**config.mk**
```make
export PLATFORM = sky130hd
export DESIGN_NAME = sdp_ram_be
export DESIGN_NICKNAME = d
export VERILOG_FILES = /design/src/rtl/sdp_ram_be.sv
export SDC_FILE = /design/constraint.sdc
export NUM_CORES = 1
export LEC_CHECK = 0
export CAP_MARGIN = 5
export CORE_MARGIN = 3
export CORE_UTILIZATION = 50
export CTS_CLUSTER_DIAMETER = 100
export DETAILED_ROUTE_END_ITERATION = 10
export PLACE_DENSITY = 0.7
export SETUP_SLACK_MARGIN = 0.02
export SLEW_MARGIN = 20
export SYNTH_ARGS = -nofsm -noshare
export SYNTH_HDL_FRONTEND = slang
export SYNTH_SLANG_ARGS = --single-unit
```
**constraint.sdc**
```tcl
create_clock -name clk -period 1.3 [get_ports clk]
set_input_delay 0.195 -clock clk [delete_from_list [all_inputs] [get_ports clk]]
set_output_delay 0.195 -clock clk [all_outputs]
set_load 0.02 [all_outputs]
```
**src/rtl/sdp_ram_be.sv**
```systemverilog
// rtl/sdp_ram_be.sv - simple dual-port RAM with byte write enables and 1/2-cycle registered read
// General-purpose on-chip buffer primitive: one write port, one read port, one clock.
module sdp_ram_be #(
  parameter  int DATA_WIDTH   = 32,
  parameter  int BYTE_WIDTH   = 8,
  parameter  int DEPTH        = 16,
  parameter  int READ_LATENCY = 1,
  parameter  int RDW_MODE     = 0,
  localparam int ADDR_WIDTH   = $clog2(DEPTH),
  localparam int NUM_BYTES    = DATA_WIDTH / BYTE_WIDTH
) (
  input  logic                  clk,
  input  logic                  rst_n,
  input  logic [ADDR_WIDTH-1:0] addra,
  input  logic [DATA_WIDTH-1:0] dina,
  input  logic [NUM_BYTES-1:0]  wea,
  input  logic [ADDR_WIDTH-1:0] addrb,
  input  logic                  reb,
  output logic [DATA_WIDTH-1:0] doutb,
  output logic                  doutb_valid
);

  if (DATA_WIDTH % BYTE_WIDTH != 0) begin : g_bad_width
    $fatal(1, "sdp_ram_be: DATA_WIDTH must be a multiple of BYTE_WIDTH");
  end
  if (READ_LATENCY != 1 && READ_LATENCY != 2) begin : g_bad_latency
    $fatal(1, "sdp_ram_be: READ_LATENCY must be 1 or 2");
  end
  if (RDW_MODE != 0 && RDW_MODE != 1) begin : g_bad_rdw
    $fatal(1, "sdp_ram_be: RDW_MODE must be 0 or 1");
  end
  if (DEPTH < 2) begin : g_bad_depth
    $fatal(1, "sdp_ram_be: DEPTH must be at least 2");
  end

  localparam logic [ADDR_WIDTH:0] DEPTH_W = (ADDR_WIDTH + 1)'(DEPTH);

  logic [DATA_WIDTH-1:0] r_mem [0:DEPTH-1];
  logic                  w_wr_ok;
  logic                  w_rd_ok;
  logic [DATA_WIDTH-1:0] w_rd_data;
  logic [DATA_WIDTH-1:0] r_s1_data;
  logic                  r_s1_valid;

  // Out-of-range addresses are dropped rather than aliased onto low words.
  assign w_wr_ok = rst_n && ({1'b0, addra} < DEPTH_W);
  assign w_rd_ok = {1'b0, addrb} < DEPTH_W;

  // Array is deliberately not reset so it can map onto block RAM.
  always_ff @(posedge clk) begin
    if (w_wr_ok) begin
      for (int i = 0; i < NUM_BYTES; i++) begin
        if (wea[i]) begin
          r_mem[addra][i*BYTE_WIDTH +: BYTE_WIDTH] <= dina[i*BYTE_WIDTH +: BYTE_WIDTH];
        end
      end
    end
  end

  always_comb begin
    w_rd_data = '0;
    if (w_rd_ok) begin
      w_rd_data = r_mem[addrb];
      if (RDW_MODE == 1 && addra == addrb) begin
        for (int i = 0; i < NUM_BYTES; i++) begin
          if (wea[i]) begin
            w_rd_data[i*BYTE_WIDTH +: BYTE_WIDTH] = dina[i*BYTE_WIDTH +: BYTE_WIDTH];
          end
        end
      end
    end
  end

  always_ff @(posedge clk or negedge rst_n) begin
    if (!rst_n) begin
      r_s1_data  <= '0;
      r_s1_valid <= 1'b0;
    end else begin
      r_s1_valid <= reb;
      if (reb) begin
        r_s1_data <= w_rd_data;
      end
    end
  end

  if (READ_LATENCY == 2) begin : g_lat2
    logic [DATA_WIDTH-1:0] r_s2_data;
    logic                  r_s2_valid;

    // Data only advances on a valid beat so doutb holds across gaps.
    always_ff @(posedge clk or negedge rst_n) begin
      if (!rst_n) begin
        r_s2_data  <= '0;
        r_s2_valid <= 1'b0;
      end else begin
        r_s2_valid <= r_s1_valid;
        if (r_s1_valid) begin
          r_s2_data <= r_s1_data;
        end
      end
    end

    assign doutb       = r_s2_data;
    assign doutb_valid = r_s2_valid;
  end else begin : g_lat1
    assign doutb       = r_s1_data;
    assign doutb_valid = r_s1_valid;
  end

endmodule
```
==> results of run 1 <==
[what timing repair did]
action / 4_1_cts / 5_1_grt
hold buffers: 3 / 0
setup buffers: 15 / 9
cloned: 0 / 0
endpoints found under the setup margin: 291 / 361
resized for setup: 240 / 27
pin swaps: 9 / 2
hold endpoints to repair: 38 / 0
[metal layers]
layer,global-route usage,share of wire
met5,0,0.00029
met4,0.0651,0.025
met3,0.0381,0.063
met2,0.347,0.51
met1,0.286,0.40
[cell type report]
class	count	area, sq um
clock buffers	67	1380
repair buffers	306	3180
flip-flops and latches	545	16200
fillers	2651	14800
clock inverters	27	221
multi-input cells	349	4770
well taps	532	666
[worst max-delay path, cell delays in order, from the launching register on]
cell	delay, ns
sky130_fd_sc_hd__edfxtp_1	0.36
sky130_fd_sc_hd__mux4_2	0.49
sky130_fd_sc_hd__mux2i_2	0.20
sky130_fd_sc_hd__buf_4	0.16
sky130_fd_sc_hd__a221oi_2	0.05
[cell families (layout without fill, tap and decap cells)]
group / Yosys count / count (layout)
buffers and inverters: 54 / 400
and+or+nand+nor: 125 / 125
AOI/OAI and AO/OA: 64 / 64
muxes: 160 / 160
DFF: 545 / 545
[placed cells by master, fill, tap and decap left out]
| cell type | synthesis | final |
|---|---|---|
| sky130_fd_sc_hd__bufinv_16 | 0 | 4 |
| sky130_fd_sc_hd__nor2_4 | 0 | 1 |
| sky130_fd_sc_hd__mux2i_1 | 32 | 18 |
| sky130_fd_sc_hd__buf_12 | 6 | 51 |
| sky130_fd_sc_hd__clkinv_1 | 0 | 14 |
| sky130_fd_sc_hd__nand4_1 | 1 | 1 |
| sky130_fd_sc_hd__buf_4 | 8 | 171 |
| sky130_fd_sc_hd__o22ai_1 | 22 | 4 |
| sky130_fd_sc_hd__nor2b_4 | 0 | 3 |
| sky130_fd_sc_hd__inv_6 | 0 | 1 |
| sky130_fd_sc_hd__nor2b_1 | 4 | 1 |
| sky130_fd_sc_hd__nor2_1 | 98 | 69 |
| sky130_fd_sc_hd__dfrtp_1 | 33 | 33 |
| sky130_fd_sc_hd__o22ai_2 | 10 | 20 |
| sky130_fd_sc_hd__a221oi_2 | 22 | 25 |
| sky130_fd_sc_hd__and2_2 | 0 | 1 |
| sky130_fd_sc_hd__or2_2 | 1 | 1 |
| sky130_fd_sc_hd__mux2i_2 | 0 | 12 |
| sky130_fd_sc_hd__dlygate4sd3_1 | 0 | 3 |
| sky130_fd_sc_hd__clkdlybuf4s50_1 | 0 | 38 |
| sky130_fd_sc_hd__nand2b_2 | 0 | 1 |
| sky130_fd_sc_hd__clkbuf_1 | 14 | 14 |
| sky130_fd_sc_hd__nand2_2 | 0 | 5 |
| sky130_fd_sc_hd__edfxtp_1 | 512 | 512 |
| sky130_fd_sc_hd__nand3_1 | 6 | 6 |
| sky130_fd_sc_hd__o22ai_4 | 0 | 8 |
| sky130_fd_sc_hd__nor2_2 | 0 | 28 |
| sky130_fd_sc_hd__buf_2 | 9 | 2 |
| sky130_fd_sc_hd__a221oi_1 | 10 | 7 |
| sky130_fd_sc_hd__dlymetal6s2s_1 | 0 | 1 |
| sky130_fd_sc_hd__buf_6 | 8 | 38 |
| sky130_fd_sc_hd__mux2i_4 | 0 | 2 |
| sky130_fd_sc_hd__clkbuf_16 | 0 | 53 |
| sky130_fd_sc_hd__mux4_1 | 8 | 2 |
| sky130_fd_sc_hd__clkinv_2 | 0 | 8 |
| sky130_fd_sc_hd__dlygate4sd2_1 | 0 | 2 |
| sky130_fd_sc_hd__nand2_1 | 13 | 8 |
| sky130_fd_sc_hd__mux4_2 | 120 | 126 |
[registers in the layout, indices dropped and copies added (netlist names)]
register / count
r_mem: 512
doutb: 32
doutb_valid: 1
[report_power, final]
group / leakage (nW) / internal, W / total, W / switching [W]
clock: 0.784 / 0.00824 / 0.0143 / 0.00605
combinational: 3.10 / 0.00158 / 0.00313 / 0.00154
sequential: 4.98 / 0.0195 / 0.0197 / 0.000157
total: 8.86 / 0.0293 / 0.0371 / 0.00776
[per-stage QoR]
stage               cell area (sq um)  worst slack (ns)
floorplan                       21200           -0.0905
global placement                24300            -0.617
detailed placement              24300            -0.725
CTS                             26200            -0.105
global route                    26400            -0.125
finish                          26400           -0.0788
[worst paths after layout]
kind	end	slack [ns]	start	cells past startpoint
hold reg to reg	doutb[24]$_DFFE_PN0P_	0.60	doutb[24]$_DFFE_PN0P_	2
setup / recovery	doutb[23]$_DFFE_PN0P_	-0.08	r_mem[10][23]$_DFFE_PP_	4
setup reg to reg	doutb[23]$_DFFE_PN0P_	-0.08	r_mem[10][23]$_DFFE_PP_	4
max in group asynchronous	doutb[6]$_DFFE_PN0P_	0.50	rst_n	4
min in group asynchronous	doutb[22]$_DFFE_PN0P_	0.24	rst_n	3
hold / removal	doutb[22]$_DFFE_PN0P_	0.20	reb	4
==> impl.org, run 1 <==
** Logic synthesis
- Counting every net in the synthesized netlist gives 995.
- Synth Area in XOR/XNOR :: 0
- Sorting the synthesized cells by area gives the leading types as sky130_fd_sc_hd__edfxtp_1 73%, sky130_fd_sc_hd__mux4_2 13%, sky130_fd_sc_hd__dfrtp_1 3.9%, sky130_fd_sc_hd__nor2_1 1.7%, sky130_fd_sc_hd__a221oi_2 1.6%.
- Share of the synthesized area in compound gates (AO/OA/AOI/OAI) :: 0.0323
- Of the synthesized area, sequential elements account for 0.769.
- The netlist uses 26 different library cells.
- Multiplexer share of the synthesized area :: 0.153
- The cell count after synthesis came out at 948.
- By area, the combinational part of the netlist is dominated by multiplexers.
- Yosys Warn Count :: 0
- Top cell type by total area after synthesis :: sky130_fd_sc_hd__edfxtp_1
- Of the total synthesized cell area, the portion taken by full adders, half adders and majority gates is 0.
- Number of flops mapped to enable cells by yosys :: 512
- By instance count, the leading cell after synthesis is sky130_fd_sc_hd__edfxtp_1.
- Of all flip-flops after synthesis, the portion carrying an async set or reset was 0.0606.
- Syn avg cell area :: 22.2 sq um
- Area of the mapped netlist :: 21100 sq um
- In the synthesized netlist the dominant register cell turns out to be sky130_fd_sc_hd__edfxtp_1.
- FF+latch count, synth :: 545
- Of the total synthesized cell area, the portion taken by AND, OR, NAND and NOR gates is 0.0236.
- By count the netlist is led by 512 x sky130_fd_sc_hd__edfxtp_1, 120 x sky130_fd_sc_hd__mux4_2, 98 x sky130_fd_sc_hd__nor2_1.
- Fraction of synthesized cell area taken by the top area cell type :: 0.730

** Timing
- Setup repair after global routing could not meet its margin everywhere.
- Pins Over Slew Limit :: 0
- Setup violations remaining at the end of the flow were counted as 33.
- Timing would allow up to 0.725 GHz.
- Across the routed clock network, the largest skew measured is 0.0163 ns.
- For the final routed database, the setup TNS stands at -0.717 ns.
- Post-layout minimum cycle time :: 1.38 ns
- Worst setup margin :: -0.0788 ns
- Hold is met by 0.201 ns.
- Slew of the pin with the lowest slew margin :: 0.556 ns
- In this run the tightest slew margin relative to its limit is 0.628.
- The count of endpoints failing hold in the final timing report was 0.
- Post-route clock period utilization :: 1.06

** Clocking
- Clock Path Buffers :: 3
- After clock tree synthesis, the clock-pin slew on the worst setup and hold paths is 0.06 ns.
- The clock tree synthesis step divided the H-tree into 2 levels.
- In this run the clock root is driven by a sky130_fd_sc_hd__clkbuf_16.
- TritonCTS built the clock tree.
- TritonCTS created 52 clock buffers.
- CTS saw 545 sinks.
- Clock latency at the later pin of the worst-skew pair :: 0.58 ns

** Route
- Number of detailed-routing iterations run before antenna repair :: 5
- After detailed routing, the average wire length per cell comes to 24.7 um.
- The final route contains 10500 vias.
- Starting DRC count in detailed routing :: 760
- Detailed Route WL :: 45000 um
- Post-detailed-route count of antenna-violating nets :: 0
- Dividing the detail-routed via count by the number of cells gives 5.73.
- In the routed design, unresolved DRC markers number 0.

** Critical path
- STA puts the critical path data required time at 1.76 ns.
- In this run the worst path has a maximum fanout of 1.
- STA classifies the critical path endpoint as a register.
- Startpoint types :: register
- Data arrives at the worst endpoint at 1.84 ns.
- The critical path in this run is classified as reg2reg.

** Run status
- The final reports fail on negative setup slack.
- Outcome :: finished, violations left

** Floorplanning
- Initial Utilization :: 0.511
- Overall die area :: 44600 sq um
- Count of boundary I/O pins :: 80
- Floorplan core area :: 41200 sq um
- Row cnt :: 74
- Die Y :: 211 um
- In this run the horizontal extent of the chip is 211 um.

** Place
- During placement, the flow inserted port buffers numbering 79.
- Routability-driven placement finished with a final weighted congestion of 0.795.
- After detailed placement, the design holds a cell count of 1705.
- Half-perimeter wire length of the detailed placement result :: 29600 um

** Final layout
- Share of post-route cells with drive strength above 1 :: 0.434
- Excluding fillers, the count of instances in the completed layout stands at 1826.
- Relative to the synthesized area, the layout overhead comes to 25.4%.
- Antenna cells :: 0
- Number of nets in the finished design :: 1301
- At the end of the flow the core is filled with cells to 0.641.

** Global route
- Total gr overflow :: 0
- Number of antenna violations at the first check in global routing :: 1
- Wire length of the first global-routing pass :: 68800 um
- Pin count of the biggest net entering global routing :: 26
- Vias in the first global route :: 11000
- For this run, the total global-route usage over all layers was measured as 0.209.

** Worst hold path
- The path class of the tightest hold or removal check is in2reg.

** Pwr
- Power per Cell Area :: 1400 nW/um^2
- Static leakage power :: 8.86 nW
- Total power for the finished layout comes to 0.0371 W.
- Worst VDD drop :: 1.27 mV

** Flow run
- Number of maximum-capacitance violations :: 0
Note: power is estimated with default switching activity, not from simulation.
==> inputs of run 2 (changes only) <==
--- a/config.mk
+++ b/config.mk
@@ -6,11 +6,13 @@
 export NUM_CORES = 1
 export LEC_CHECK = 0
 export CAP_MARGIN = 5
+export CELL_PAD_IN_SITES_DETAIL_PLACEMENT = 0
+export CELL_PAD_IN_SITES_GLOBAL_PLACEMENT = 1
 export CORE_MARGIN = 3
-export CORE_UTILIZATION = 50
+export CORE_UTILIZATION = 49
 export CTS_CLUSTER_DIAMETER = 100
 export DETAILED_ROUTE_END_ITERATION = 10
-export PLACE_DENSITY = 0.7
+export PLACE_DENSITY_LB_ADDON = 0.1
 export SETUP_SLACK_MARGIN = 0.02
 export SLEW_MARGIN = 20
 export SYNTH_ARGS = -nofsm -noshare
==> constraint.sdc (replaced) <==
create_clock -name clk -period 1.3 [get_ports clk]
set_input_delay 0.13 -clock clk [delete_from_list [all_inputs] [get_ports clk]]
set_output_delay 0.13 -clock clk [all_outputs]
set_load 0.02 [all_outputs]
==> run 2 against run 1 <==
The flow still finishes with violations (negative setup slack); combinational power is 4% lower; maximum frequency up 3.6%; clock skew decreased by 0.0041 ns; setup slack improved by 0.049 ns; flip-flop and latch count unchanged; total power increased by 3.6%; via count decreased by 2.8%; critical path depth unchanged; cell count shrank 0.33%.
==> impl.org, run 2 (same netlist as run 1, synthesis figures left out) <==
** Run status
- Outcome :: finished, violations left (unchanged)
- Violations in the final reports :: negative setup slack (unchanged)

** Pwr
- The total net switching power is 0.00790 W (was 0.00776 W).
- Fraction of power consumed by combinational cells :: 0.078 (was 0.084)
- The switching part of the total power came to 0.206 (was 0.209).
- Power per Cell Area :: 1460 nW/um^2 (was 1400 nW/um^2)
- Part of the total power dissipated in the clock network :: 0.410 (was 0.385)
- The register share of total power is 0.512 (was 0.531).
- The peak supply drop is 1.08 mV (was 1.27 mV).
- Internal power contribution :: 0.0305 W (was 0.0293 W)
- Static leakage power :: 8.85 nW (was 8.86 nW)

** Floorplanning
- Row cnt :: 75 (was 74)
- Overall die area :: 45500 sq um (was 44600 sq um)
- The number of ports placed on the die boundary was 80 (unchanged).
- The floorplan die height is 213 um (was 211 um).
- Die Span X :: 213 um (was 211 um)
- The core area was 42200 sq um (was 41200 sq um).
- The starting density of the core came to 0.499 (was 0.511).

** Route
- The wire length per cell came to 24.7 um (about the same).
- The DRC violation total after the first TritonRoute iteration came to 870 (was 760).
- Number of detailed-routing iterations run before antenna repair :: 5 (unchanged)
- Post-detailed-route count of antenna-violating nets :: 0 (unchanged)
- Via/cell ratio :: 5.59 (was 5.73)
- The overall routed net length came to 44900 um (was 45000 um).
- DRC violation count after routing :: 0 (unchanged)
- The via total after detailed routing came to 10200 (was 10500).

** Final layout
- Count of placed standard cells in the final layout, fillers left out :: 1820 (was 1826)
- Multi-input combinational cell area :: 4760 sq um (was 4770 sq um)
- The relative area change from synthesis to final layout came to 24.6% (was 25.4%).
- Reg area :: 16200 sq um (unchanged)
- Leading cell types in the layout, fill and taps excluded :: 512 x sky130_fd_sc_hd__edfxtp_1, 148 x sky130_fd_sc_hd__buf_4, 125 x sky130_fd_sc_hd__mux4_2 (was 512 x sky130_fd_sc_hd__edfxtp_1, 171 x sky130_fd_sc_hd__buf_4, 126 x sky130_fd_sc_hd__mux4_2)
- The final-stage net count was 1280 (was 1301).
- The proportion of layout cells with a drive suffix above 1 was 0.424 (was 0.434).
- The flip-flop count of the largest register, all copies and words added came to 512 (unchanged).
- Most frequent standard cell in the layout excluding fill and tap cells :: sky130_fd_sc_hd__edfxtp_1 (unchanged)
- The number of filler cells placed in the layout was 2989 (was 2651).
- Top reg by flops :: r_mem (unchanged)

** Critical path
- The critical path's largest stage delay came to 0.50 ns (was 0.49 ns).
- Critical-path cell list :: mux4_2 > o22ai_2 > buf_4 > a221oi_2 (was mux4_2 > mux2i_2 > buf_4 > a221oi_2)
- The type of the worst setup path was reg2reg (unchanged).
- The critical-path cell with the highest stage delay is sky130_fd_sc_hd__mux4_2 (unchanged).
- The top cell family by delay on the critical path is multiplexers (unchanged).
- The sort of element at the end of the critical path is a register (unchanged).
- Critical path peak fanout :: 1 (unchanged)
- The worst path arrival time is 1.79 ns (was 1.84 ns).
- Startpoint types :: register (unchanged)
- Endpoint required time on the critical path :: 1.76 ns (about the same)
- Buffers plus inverters on the worst setup path :: 1 (unchanged)

** Clocking
- Number of H-tree levels :: 2 (unchanged)
- Clock latency at the later pin of the worst-skew pair :: 0.59 ns (was 0.58 ns)
- CTS tree :: done (unchanged)
- Clk pin slew, worst setup/hold paths :: 0.06 ns (about the same)
- The maximum number of buffers from clock root to sink was 3 (unchanged).
- The number of buffers created by CTS came to 55 (was 52).
- The count of clock tree sinks is 545 (unchanged).
- Buffer type at the clock tree root :: sky130_fd_sc_hd__clkbuf_16 (unchanged)

** Global route
- Number of antenna violations at the first check in global routing :: 2 (was 1)
- Vias in the first global route :: 10700 (was 11000)
- Global Route Usage Sum :: 0.203 (was 0.209)
- Wire length of the first global-routing pass :: 68000 um (was 68800 um)
- Total gr overflow :: 0 (unchanged)
- Pin count of the biggest net entering global routing :: 33 (was 26)

** Worst hold path
- Hold crit path type :: in2async (was in2reg)

** Timing
- Slew of the pin with the lowest slew margin :: 0.552 ns (was 0.556 ns)
- The clock skew after layout came to 0.0122 ns (was 0.0163 ns).
- The max-slew headroom at the worst pin is 0.631 (was 0.628).
- The count of endpoints failing hold in the final timing report came to 0 (unchanged).
- Post-route clock period utilization :: 1.02 (was 1.06)
- Setup repair after global routing missed its margin: yes (unchanged).
- The maximum achievable frequency was 0.752 GHz (was 0.725 GHz).
- Setup TNS after final layout :: -0.128 ns (was -0.717 ns)
- The max-slew violation count is 0 (unchanged).
- The number of endpoints failing setup at the final stage was 12 (was 33).
- The post-route worst setup slack is -0.0303 ns (was -0.0788 ns).
- The final critical delay including setup and external delays was 1.33 ns (was 1.38 ns).

** Place
- Port Buffers :: 79 (unchanged)
- Number of cells in the design after placement :: 1695 (was 1705)
- Global placer's final weighted congestion :: 0.795 (about the same)
- The estimated wirelength of the detail-placed design came to 28900 um (was 29600 um).

** Flow run
- Number of maximum-capacitance violations :: 0 (unchanged)
-- run 2: cell types whose count changed in the layout (fill, tap and decap cells not counted), moves of 5 or more --
cell	before	now
sky130_fd_sc_hd__buf_12	51	28
sky130_fd_sc_hd__buf_4	171	148
sky130_fd_sc_hd__buf_6	38	57
sky130_fd_sc_hd__nor2_1	69	83
sky130_fd_sc_hd__nor2_2	28	14
sky130_fd_sc_hd__clkbuf_8	0	9
sky130_fd_sc_hd__a221oi_1	7	1
sky130_fd_sc_hd__a221oi_2	25	31
sky130_fd_sc_hd__clkinv_1	14	9
-- run 2: final timing paths --
check / slack [ns] / from / depth (start not counted) / endpoint
min in group clk: 0.26 / addrb[0] / 4 / doutb[6]$_DFFE_PN0P_
worst max-delay path: -0.03 / r_mem[13][26]$_DFFE_PP_ / 4 / doutb[26]$_DFFE_PN0P_
worst max register to register: -0.03 / r_mem[13][26]$_DFFE_PP_ / 4 / doutb[26]$_DFFE_PN0P_
worst min register to register: 0.57 / doutb[13]$_DFFE_PN0P_ / 2 / doutb[13]$_DFFE_PN0P_
worst min-delay path: 0.19 / rst_n / 4 / doutb[14]$_DFFE_PN0P_
max in group asynchronous: 0.49 / rst_n / 4 / doutb[17]$_DFFE_PN0P_
-- run 2: final cells by class --
type / count / area share
flip-flops and latches: 545 / 0.617
multi-input cells: 349 / 0.181
repair buffers: 282 / 0.106
clock buffers: 81 / 0.0612
well taps: 539 / 0.0257
clock inverters: 22 / 0.00853
diodes: 2 / 0.000191
-- run 2: metrics by stage --
stage	utilization	power [W]	instance area, sq um	setup WS, ns	hold slack [ns]
detailed placement	0.563	0.0228	23800	-0.656	0.0786
finish	0.622	0.0384	26300	-0.0303	0.187
global route	0.622	0.0398	26300	-0.0657	0.216
CTS	0.614	0.0388	25900	-0.0486	0.158
global placement	0.563	0.0227	23800	-0.598	0.0732
floorplan	-	0.0214	21100	-0.0255	-0.166
-- run 2: tightest hold or removal path: cells and delay by family --
kind | cells | cell delay [ns]
buffers and inverters | 4 | 0.97
-- run 2: power by group through the flow --
stage / combinational, W / clock, W / sequential, W
floorplan: 0.00121 / 0 / 0.0202
global placement: 0.00272 / 0 / 0.0200
detailed placement: 0.00274 / 0 / 0.0200
CTS: 0.00292 / 0.0162 / 0.0197
global route: 0.00320 / 0.0169 / 0.0197
finish: 0.00299 / 0.0158 / 0.0197
-- run 2: timing repair --
action                                 in CTS  in global routing
hold buffers                                3                  0
buffers inserted                           12                  5
gates resized for setup                   221                 81
setup endpoints to repair                 147                435
pin swaps                                   9                  8
endpoints found under the hold margin      43                  0
-- run 2: routing by layer --
| metal | up-vias | part of all wire | GRT usage |
|---|---|---|---|
| met5 | - | 0 | 0 |
| met4 | 0 | 0.021 | 0.0581 |
| met3 | 62 | 0.039 | 0.0268 |
| met2 | 211 | 0.51 | 0.341 |
| met1 | 5356 | 0.43 | 0.287 |
| li1 | 4550 | - | - |
